[src/rtl/uart_rx_param_if.sv]
`default_nettype none
// ============================================================================
//  Module   : uart_rx_param_if
//  Brief    : Bit-timing inputs and frame outputs of the parametrised UART RX.
//  Revision : 1.0 - initial release
// ============================================================================
interface uart_rx_param_if #(
    parameter int DATA_BITS = 8
);
    logic                 s_tick;
    logic                 rx_data_in;
    logic [DATA_BITS-1:0] rx_dout;
    logic                 rx_done_tick;
    logic                 parity_err;
    logic                 frame_err;
    logic                 busy;

    modport master (
        output s_tick,
        output rx_data_in,
        input  rx_dout,
        input  rx_done_tick,
        input  parity_err,
        input  frame_err,
        input  busy
    );

    modport slave (
        input  s_tick,
        input  rx_data_in,
        output rx_dout,
        output rx_done_tick,
        output parity_err,
        output frame_err,
        output busy
    );
endinterface
`default_nettype wire

[src/rtl/uart_rx_param.sv]
`default_nettype none
// ============================================================================
//  Module   : uart_rx_param
//  Brief    : Oversampling UART receiver, configurable width/parity/stop bits.
//  Revision : 1.0 - initial release
// ============================================================================
module uart_rx_param #(
    parameter int DATA_BITS   = 8,
    parameter int OVERSAMPLE  = 16,
    parameter int PARITY_MODE = 0,
    parameter int STOP_BITS   = 1
) (
    input  logic           sys_clk,
    input  logic           rst,
    uart_rx_param_if.slave rx
);

    localparam int c_tick_w = $clog2(OVERSAMPLE);
    localparam int c_bit_w  = $clog2(DATA_BITS + 1);

    localparam logic [c_tick_w-1:0] c_tick_mid  = c_tick_w'(OVERSAMPLE / 2 - 1);
    localparam logic [c_tick_w-1:0] c_tick_last = c_tick_w'(OVERSAMPLE - 1);
    localparam logic [c_bit_w-1:0]  c_bit_last  = c_bit_w'(DATA_BITS - 1);
    localparam logic [c_bit_w-1:0]  c_stop_last = c_bit_w'(STOP_BITS - 1);

    typedef enum logic [2:0] {
        IDLE   = 3'd0,
        START  = 3'd1,
        DATA   = 3'd2,
        PARITY = 3'd3,
        STOP   = 3'd4
    } state_t;

    logic                 r_sync1;
    logic                 r_sync2;
    logic                 w_rxs;

    state_t               r_state;
    logic [c_tick_w-1:0]  r_tick_cnt;
    logic [c_bit_w-1:0]   r_bit_cnt;
    logic [DATA_BITS-1:0] r_shreg;
    logic                 r_par;
    logic                 r_perr_int;
    logic                 r_ferr_int;
    logic                 r_armed;

    logic [DATA_BITS-1:0] r_dout;
    logic                 r_done;
    logic                 r_perr;
    logic                 r_ferr;
    logic                 r_busy;

    always_ff @(posedge sys_clk) begin
        if (!rst) begin
            r_sync1 <= 1'b1;
            r_sync2 <= 1'b1;
        end else begin
            r_sync1 <= rx.rx_data_in;
            r_sync2 <= r_sync1;
        end
    end

    assign w_rxs = r_sync2;

    // r_armed blocks a held-low line (break) from being taken as a new start:
    // the line must be seen high after a frame before the next start counts.
    always_ff @(posedge sys_clk) begin
        if (!rst) begin
            r_state    <= IDLE;
            r_tick_cnt <= '0;
            r_bit_cnt  <= '0;
            r_shreg    <= '0;
            r_par      <= 1'b0;
            r_perr_int <= 1'b0;
            r_ferr_int <= 1'b0;
            r_armed    <= 1'b0;
            r_dout     <= '0;
            r_done     <= 1'b0;
            r_perr     <= 1'b0;
            r_ferr     <= 1'b0;
            r_busy     <= 1'b0;
        end else begin
            r_done <= 1'b0;
            if (w_rxs) begin
                r_armed <= 1'b1;
            end
            case (r_state)
                IDLE: begin
                    if (!w_rxs && r_armed) begin
                        r_state    <= START;
                        r_tick_cnt <= '0;
                        r_armed    <= 1'b0;
                        r_busy     <= 1'b1;
                    end
                end
                START: begin
                    if (rx.s_tick) begin
                        if (r_tick_cnt == c_tick_mid) begin
                            r_tick_cnt <= '0;
                            if (!w_rxs) begin
                                r_state    <= DATA;
                                r_bit_cnt  <= '0;
                                r_par      <= 1'b0;
                                r_perr_int <= 1'b0;
                                r_ferr_int <= 1'b0;
                            end else begin
                                r_state <= IDLE;
                                r_busy  <= 1'b0;
                            end
                        end else begin
                            r_tick_cnt <= r_tick_cnt + 1'b1;
                        end
                    end
                end
                DATA: begin
                    if (rx.s_tick) begin
                        if (r_tick_cnt == c_tick_last) begin
                            r_tick_cnt <= '0;
                            r_shreg    <= {w_rxs, r_shreg[DATA_BITS-1:1]};
                            r_par      <= r_par ^ w_rxs;
                            if (r_bit_cnt == c_bit_last) begin
                                r_bit_cnt <= '0;
                                r_state   <= (PARITY_MODE != 0) ? PARITY : STOP;
                            end else begin
                                r_bit_cnt <= r_bit_cnt + 1'b1;
                            end
                        end else begin
                            r_tick_cnt <= r_tick_cnt + 1'b1;
                        end
                    end
                end
                PARITY: begin
                    if (rx.s_tick) begin
                        if (r_tick_cnt == c_tick_last) begin
                            r_tick_cnt <= '0;
                            r_perr_int <= (PARITY_MODE == 2) ? ~(r_par ^ w_rxs)
                                                             :  (r_par ^ w_rxs);
                            r_state    <= STOP;
                        end else begin
                            r_tick_cnt <= r_tick_cnt + 1'b1;
                        end
                    end
                end
                STOP: begin
                    if (rx.s_tick) begin
                        if (r_tick_cnt == c_tick_last) begin
                            r_tick_cnt <= '0;
                            if (!w_rxs) begin
                                r_ferr_int <= 1'b1;
                            end
                            if (r_bit_cnt == c_stop_last) begin
                                r_bit_cnt <= '0;
                                r_dout    <= r_shreg;
                                r_perr    <= r_perr_int;
                                r_ferr    <= r_ferr_int | ~w_rxs;
                                r_done    <= 1'b1;
                                r_busy    <= 1'b0;
                                r_armed   <= w_rxs;
                                r_state   <= IDLE;
                            end else begin
                                r_bit_cnt <= r_bit_cnt + 1'b1;
                            end
                        end else begin
                            r_tick_cnt <= r_tick_cnt + 1'b1;
                        end
                    end
                end
                default: begin
                    r_state <= IDLE;
                    r_busy  <= 1'b0;
                end
            endcase
        end
    end

    assign rx.rx_dout      = r_dout;
    assign rx.rx_done_tick = r_done;
    assign rx.parity_err   = r_perr;
    assign rx.frame_err    = r_ferr;
    assign rx.busy         = r_busy;

endmodule
`default_nettype wire

[src/flat_wrapper.sv]
// flat-port wrapper written by rule: the top's interface ports become plain ports
module uart_rx_param_flat 
#(
    parameter int DATA_BITS   = 8,
    parameter int OVERSAMPLE  = 16,
    parameter int PARITY_MODE = 0,
    parameter int STOP_BITS   = 1
)
  (sys_clk, rst, rx_s_tick, rx_rx_data_in, rx_rx_dout, rx_rx_done_tick, rx_parity_err, rx_frame_err, rx_busy);
  uart_rx_param_if #(.DATA_BITS(DATA_BITS)) rx_i ();
  input  logic sys_clk;
  input  logic rst;
  input wire logic [$bits(rx_i.s_tick)-1:0] rx_s_tick;
  input wire logic [$bits(rx_i.rx_data_in)-1:0] rx_rx_data_in;
  output wire logic [$bits(rx_i.rx_dout)-1:0] rx_rx_dout;
  output wire logic [$bits(rx_i.rx_done_tick)-1:0] rx_rx_done_tick;
  output wire logic [$bits(rx_i.parity_err)-1:0] rx_parity_err;
  output wire logic [$bits(rx_i.frame_err)-1:0] rx_frame_err;
  output wire logic [$bits(rx_i.busy)-1:0] rx_busy;
  assign rx_i.s_tick = rx_s_tick;
  assign rx_i.rx_data_in = rx_rx_data_in;
  assign rx_rx_dout = rx_i.rx_dout;
  assign rx_rx_done_tick = rx_i.rx_done_tick;
  assign rx_parity_err = rx_i.parity_err;
  assign rx_frame_err = rx_i.frame_err;
  assign rx_busy = rx_i.busy;
  uart_rx_param #(.DATA_BITS(DATA_BITS), .OVERSAMPLE(OVERSAMPLE), .PARITY_MODE(PARITY_MODE), .STOP_BITS(STOP_BITS)) u_core (.sys_clk(sys_clk), .rst(rst), .rx(rx_i));
endmodule
[config.mk]
export PLATFORM = sky130hd
export DESIGN_NAME = uart_rx_param_flat
export DESIGN_NICKNAME = d
export VERILOG_FILES = /design/src/rtl/uart_rx_param_if.sv /design/src/rtl/uart_rx_param.sv /design/src/flat_wrapper.sv
export SDC_FILE = /design/constraint.sdc
export NUM_CORES = 1
export LEC_CHECK = 0
export BUFFER_PORTS_ARGS = -buffer_cell sky130_fd_sc_hd__buf_2
export CORE_MARGIN = 1
export CORE_UTILIZATION = 31
export CTS_CLUSTER_DIAMETER = 200
export DETAILED_ROUTE_END_ITERATION = 12
export PLACE_DENSITY_LB_ADDON = 0.08
export SETUP_SLACK_MARGIN = 0.5
export SLEW_MARGIN = 20
export SYNTH_ARGS = -nofsm -noshare
export SYNTH_HDL_FRONTEND = slang
export SYNTH_SLANG_ARGS = --single-unit
[constraint.sdc]
create_clock -name sys_clk -period 2.8 [get_ports sys_clk]
set_input_delay 0.14 -clock sys_clk [delete_from_list [all_inputs] [get_ports sys_clk]]
set_output_delay 0.14 -clock sys_clk [all_outputs]
set_load 0.05 [all_outputs]
; ---- Word level (Yosys, flattened, before mapping)
; Cells that the tools add are included.
[word_totals]
regBits = 37
latchBits = 0
ram_bits = 0
mem_bits_ro = 0
output_inout_bits = 12
memories = 0
[classes]
n_addsub = 2
mul = 0
div = 0
magnitude_cmp = 0
eq_ne = 22
shifts = 0
n_mux = 55
bitwise = 4
reduce_logical = 21
[op_table]
columns = cell, n
row1 = 4-bit 2-to-1 mux, 14
row2 = 3-bit 2-to-1 mux, 11
row3 = 4-bit one-hot mux with 3 select lines, 2
row4 = 1-bit 2-to-1 mux, 21
row5 = "2-bit by 1-bit inequality test with 1-bit output, second input constant", 9
row6 = 8-bit AND reduction, 2
row7 = 3-bit one-hot mux with 5 select lines, 1
row8 = "2-bit inequality test, second input constant", 6
row9 = 4-bit AND reduction, 3
row10 = 6-bit AND reduction, 2
row11 = 11-bit AND reduction, 1
row12 = "4-bit by 1-bit adder with 4-bit output, second input constant", 2
row13 = "4-bit by 3-bit equality test with 1-bit output, second input constant", 2
row14 = 1-bit one-hot mux with 2 select lines, 4
row15 = 7-bit AND reduction, 1
row16 = "3-bit by 2-bit equality test with 1-bit output, second input constant", 2
row17 = 2-bit nonzero test, 3
row18 = 3-bit nonzero test, 2
row19 = "4-bit equality test, second input constant", 1
row20 = 4-bit zero test, 1
row21 = 1-bit one-hot mux with 4 select lines, 1
row22 = "3-bit by 1-bit equality test with 1-bit output, second input constant", 1
row23 = "3-bit equality test, second input constant", 1
row24 = 3-bit zero test, 1
row25 = other kinds (9), 10

; ---- Logic depth before layout (Yosys ltp)
[logic_depth]
ltp_word = 5
mapped_depth = 8
depth_no_buf = 7

; ---- Worst setup path after synthesis
; No wires, ideal clock.
[synth_path]
path_kind = reg2reg
from = reg u_core.r_tick_cnt[0]
to = reg u_core.r_tick_cnt[3]
arrival_ns = 1.964
t_required_ns = 2.717
path_slack_ns = 0.753
path_stages_with_launch = 8
cell_sequence = dfxtp_1 -> ha_1 -> and2_1 -> clkbuf_1 -> a221oi_1 -> a21oi_1 -> or4_1 -> o221ai_1
[synth_via]
elab_chain_cells = 4
elab_cells_between_ends = 8
cone_classes = add/sub (1) / eq/ne (2) / mux (5)
[synth_rtl]
columns = element, line_no
row1 = from (decl), uart_rx_param.sv:39  ; logic [c_tick_w-1:0] r_tick_cnt;
row2 = from (signal assigned), uart_rx_param.sv:111  ; r_tick_cnt <= r_tick_cnt + 1'b1;
row3 = from (signal assigned), uart_rx_param.sv:128  ; r_tick_cnt <= r_tick_cnt + 1'b1;
row4 = from (signal assigned), uart_rx_param.sv:140  ; r_tick_cnt <= r_tick_cnt + 1'b1;
row5 = "4-bit by 1-bit adder with 4-bit output, or another cell as far along", -
row6 = "4-bit 2-to-1 mux, on equally long branches", -
row7 = "4-bit 2-to-1 mux, on equally long branches", "uart_rx_param.sv:116, uart_rx_param.sv:97"
row8 = 4-bit one-hot mux with 3 select lines *, uart_rx_param.sv:87  ; case (r_state)
; Mark *: on every way between the ends. The rest lies on a longest branch, timed or not. The select of a mux whose other input is x is not followed.
; A chain may end at the register's enable or synchronous reset.

; ---- Worst setup path in the final report
[layout_path]
from = reg u_core.r_state[1]
to = reg u_core.r_bit_cnt[3]
[layout_via]
elab_chain_cells = 3
elab_cells_between_ends = 13
cone_classes = eq/ne (10) / mux (1) / reduce/logical (2)
[layout_rtl]
columns = element, line_no
row1 = from (decl), uart_rx_param.sv:38  ; state_t r_state;
row2 = from (signal assigned), uart_rx_param.sv:123  ; r_state <= (PARITY_MODE != 0) ? PARITY : STOP;
row3 = "3-bit by 2-bit equality test with 1-bit output, or another cell as far along", uart_rx_param.sv:87
row4 = "2-bit by 1-bit inequality test with 1-bit output (no source line), or another cell as far along", -
row5 = 8-bit AND reduction (no source line), -
row6 = to (signal assigned), uart_rx_param.sv:125  ; r_bit_cnt <= r_bit_cnt + 1'b1;
row7 = to (signal assigned), uart_rx_param.sv:161  ; r_bit_cnt <= r_bit_cnt + 1'b1;
row8 = to (decl), uart_rx_param.sv:40  ; logic [c_bit_w-1:0] r_bit_cnt;
; Parallel ways exist; a longest one is shown, timed or not.

==> summary.md <==
| Metric | Value |
|---|---|
| Synth warn | 0 |
| Critical Path AT | between 2000 and 2500 ps |
| Met3 global-route usage | 0.0326 |
| Worst min-delay path category | primary input to flip-flop |
| Leakage power | between 0.8 and 0.9 nW |
| HPWL after detailed placement | slightly below 3000 µm |
| Skew-Pair Late Insertion Delay | between 200 and 300 ps |
| ANT nets after route | 0 |
| Mapped cell area | about 1800 µm² |
| Row count | 27 |
| Non-Filler Instances | roughly 290 |
| Drt first pass iters | 4 |
| Syn-to-layout area delta | 14.9% |
| Most frequent cell after synthesis | dfxtp_1 |
| Seq/Total Area, Yosys | 0.413 |
| Yosys cell types | a little under 50 |
| M1 GR Usage | 0.190 |
| DR vias | approximately 1500 |
| CP Launch Type | flip-flop |
| RSZ-0062 raised after global routing | no |
| Vias in the first global route | ~1400 |
| FF+latch count, synth | 37 |
| Post-Synth XOR/XNOR Area | 0.0195 |
| Cell taking the most area after synthesis | dfxtp_1 |
| # IOs | 16 |
| Core area | around 5500 µm² |
| # diodes | 0 |
| Setup TNS | 0 ps |
| H-tree levels | 2 |
| M2 GR Usage | 0.228 |
| Syn Nets | between 200 and 250 |
| Die width | 78.1 µm |
| GRT overflow | 0 |
| Worst reg-to-reg path cell count | 6 |
| DP Cell Count | ~280 |
| Critical path required time | between 2000 and 3000 ps |
| Top FF cell, synth | dfxtp_1 |
| FFs w/ async S/R, synth | 0 |
| Hold_ws | a little under 40 ps |
| Crit Path Category | flip-flop to flip-flop |
| Main combinational cell family by area after synthesis | simple AND/OR/NAND/NOR gates |
| GPL Wtd Cong | 0.797 |
| Min Clock Period, post-route | 2150 ps |
| Die height | ~80 µm |
| Setup Viol. Count Final | 0 |
| CTS Buffer Depth | 2 |
| GRT Util Overall | 0.144 |
| WHS Path Cells | 2 |
| Die ar. | just over 6000 µm² |
| Post-synthesis compound-gate area fraction | 0.160 |
| Clock sink total | 37 |
| Top post-synthesis cells by area | dfxtp_1 (41%), mux2i_1 (9.5%), nor2_1 (5.0%) |
| Drt via density | about 5 |
| Post-Route WL | 4010 µm |
| CTS root buf | clkbuf_8 |
| NumNets Final | approximately 230 |
| Slew @ Worst Pin | ~430 ps |
| Clock Skews | between 10 and 15 ps |
| Hold-fix buffers at CTS | 0 |
| EDFF count, synth | 0 |
| Synthesized area per cell | 8.84 µm² |
| Max Slew Vio Count | 0 |
| Total clock buffers created by CTS | 5 |
| WL/cell | between 10 and 15 µm |
| Drt first-iter violations | 90 |
| First-pass GRT wire length | a little under 7000 µm |
| Final hold violation count | 0 |
| Crit share post-route | 0.766 |
| Worst-path maximum fanout | 8 |
| Share of layout cells above drive strength 1 | 0.190 |
| Fmax | ~470 MHz |
| Status | finished clean |
| Max Cap Viol | 0 |
| Multiplexer share of the synthesized area | 0.0948 |
| Initial Util | 0.324 |
| Largest net degree at the start of global routing | 20 |
| Ranking of synthesized cells by instance count | dfxtp_1 (37), nor2_1 (24), mux2i_1 (17), a21oi_1 (13), nand2_1 (13) |
| Post-synthesis cell count | a little over 200 |
| Adder-cell share of the synthesized area | 0.0209 |
| Grt peak-use layer | met2 |
| Synth Area in Simple Gates | 0.241 |
| DRC Markers | 0 |
| Share of the synthesized area in the top cell type | 0.413 |
| Power density over the cells | approximately 470 nW/µm² |
| IO Port Bufs | 15 |
| Max VDD drop | approximately 0.00022 V |
| CTS tree | done |
| Clock-pin slew on the worst setup and hold paths | 80 ps |
| Critical path capture point type | flip-flop |
| Initial antenna violation count | 0 |
| Headroom to the max-slew limit | 0.709 |
==> worst paths after layout <==
check | start | end | slack [ps]
worst min register to register | u_core.r_sync1$_SDFF_PN1_ | u_core.r_sync2$_SDFF_PN1_ | 410
worst max-delay path | u_core.r_state[1]$_SDFFE_PN0P_ | u_core.r_bit_cnt[3]$_SDFFE_PN0P_ | 650
worst max register to register | u_core.r_state[1]$_SDFFE_PN0P_ | u_core.r_bit_cnt[3]$_SDFFE_PN0P_ | 650
worst min-delay path | rx_rx_data_in | u_core.r_sync1$_SDFF_PN1_ | 40
==> report_power, final <==
group	leakage [nW]	total, mW	internal (mW)	switching (mW)
clock	0.0512	0.394	0.200	0.194
sequential	0.299	0.534	0.529	0.00478
combinational	0.502	0.0414	0.0144	0.0270
total	0.853	0.969	0.743	0.226
==> repair_timing <==
action	CTS	global route
endpoints found under the setup margin	0	8
setup buffers	0	3
resized for setup	0	3
==> placed cells by master, fill, tap and decap left out, drive strengths merged, types with 4 or more instances in the layout <==
cell type / instances
dfxtp: 37
nor2: 25
buf: 23
mux2i: 17
a21oi: 13
nand2: 13
nand3: 10
o21ai: 8
inv: 7
nand2b: 7
clkbuf: 6
o21a: 4
==> cells by family after synthesis <==
logic type,after synthesis
DFF,37
buffers and inverters,21
and+or+nand+nor,79
adders and majority gates,3
xor gates and xnor gates,4
muxes,17
AOI/OAI and AO/OA,42
==> registers in the layout, summed over array words and instances, names as in the netlist, 3 cells and up <==
name,count
u_core.r_shreg,8
u_core.r_bit_cnt,4
u_core.r_state,3
u_core.r_tick_cnt,4
u_core.rx.rx_dout,8
==> critical path: stages, from the launching register on <==
cell and delay (ps):
dfxtp_1 390, buf_4 200, or4bb_1 550, o311a_1 180, a211oi_4 290, a21boi_0 300
o32ai_1 110
==> routing by layer <==
layer  part of all wire  up-vias  wire (µm)
met4              0.014        0         55
met5                  0        -          0
met2               0.45       19       1790
li1                   -      751          -
met3              0.026        8        105
met1               0.51      682       2060
==> cell type report <==
class / count / area, µm²
timing repair buffer: 23 / 135
fill: 583 / 3480
tap: 72 / 90.1
clock inverter: 2 / 13.8
inverter: 8 / 30.0
clock buffer: 6 / 82.6
multi-input combinational: 145 / 968
sequential: 37 / 742
==> stage by stage <==
stage | worst slack, ps | utilization | total power [mW] | area (µm²)
after floorplan | 753 | - | 0.574 | 1790
final | 655 | 0.372 | 0.969 | 2060
after global placement | 611 | 0.349 | 0.587 | 1930
after detailed placement | 579 | 0.349 | 0.588 | 1930
after CTS | 577 | 0.367 | 0.987 | 2030
after global routing | 554 | 0.372 | 1.02 | 2060
Note: power is estimated with default switching activity, not from simulation.
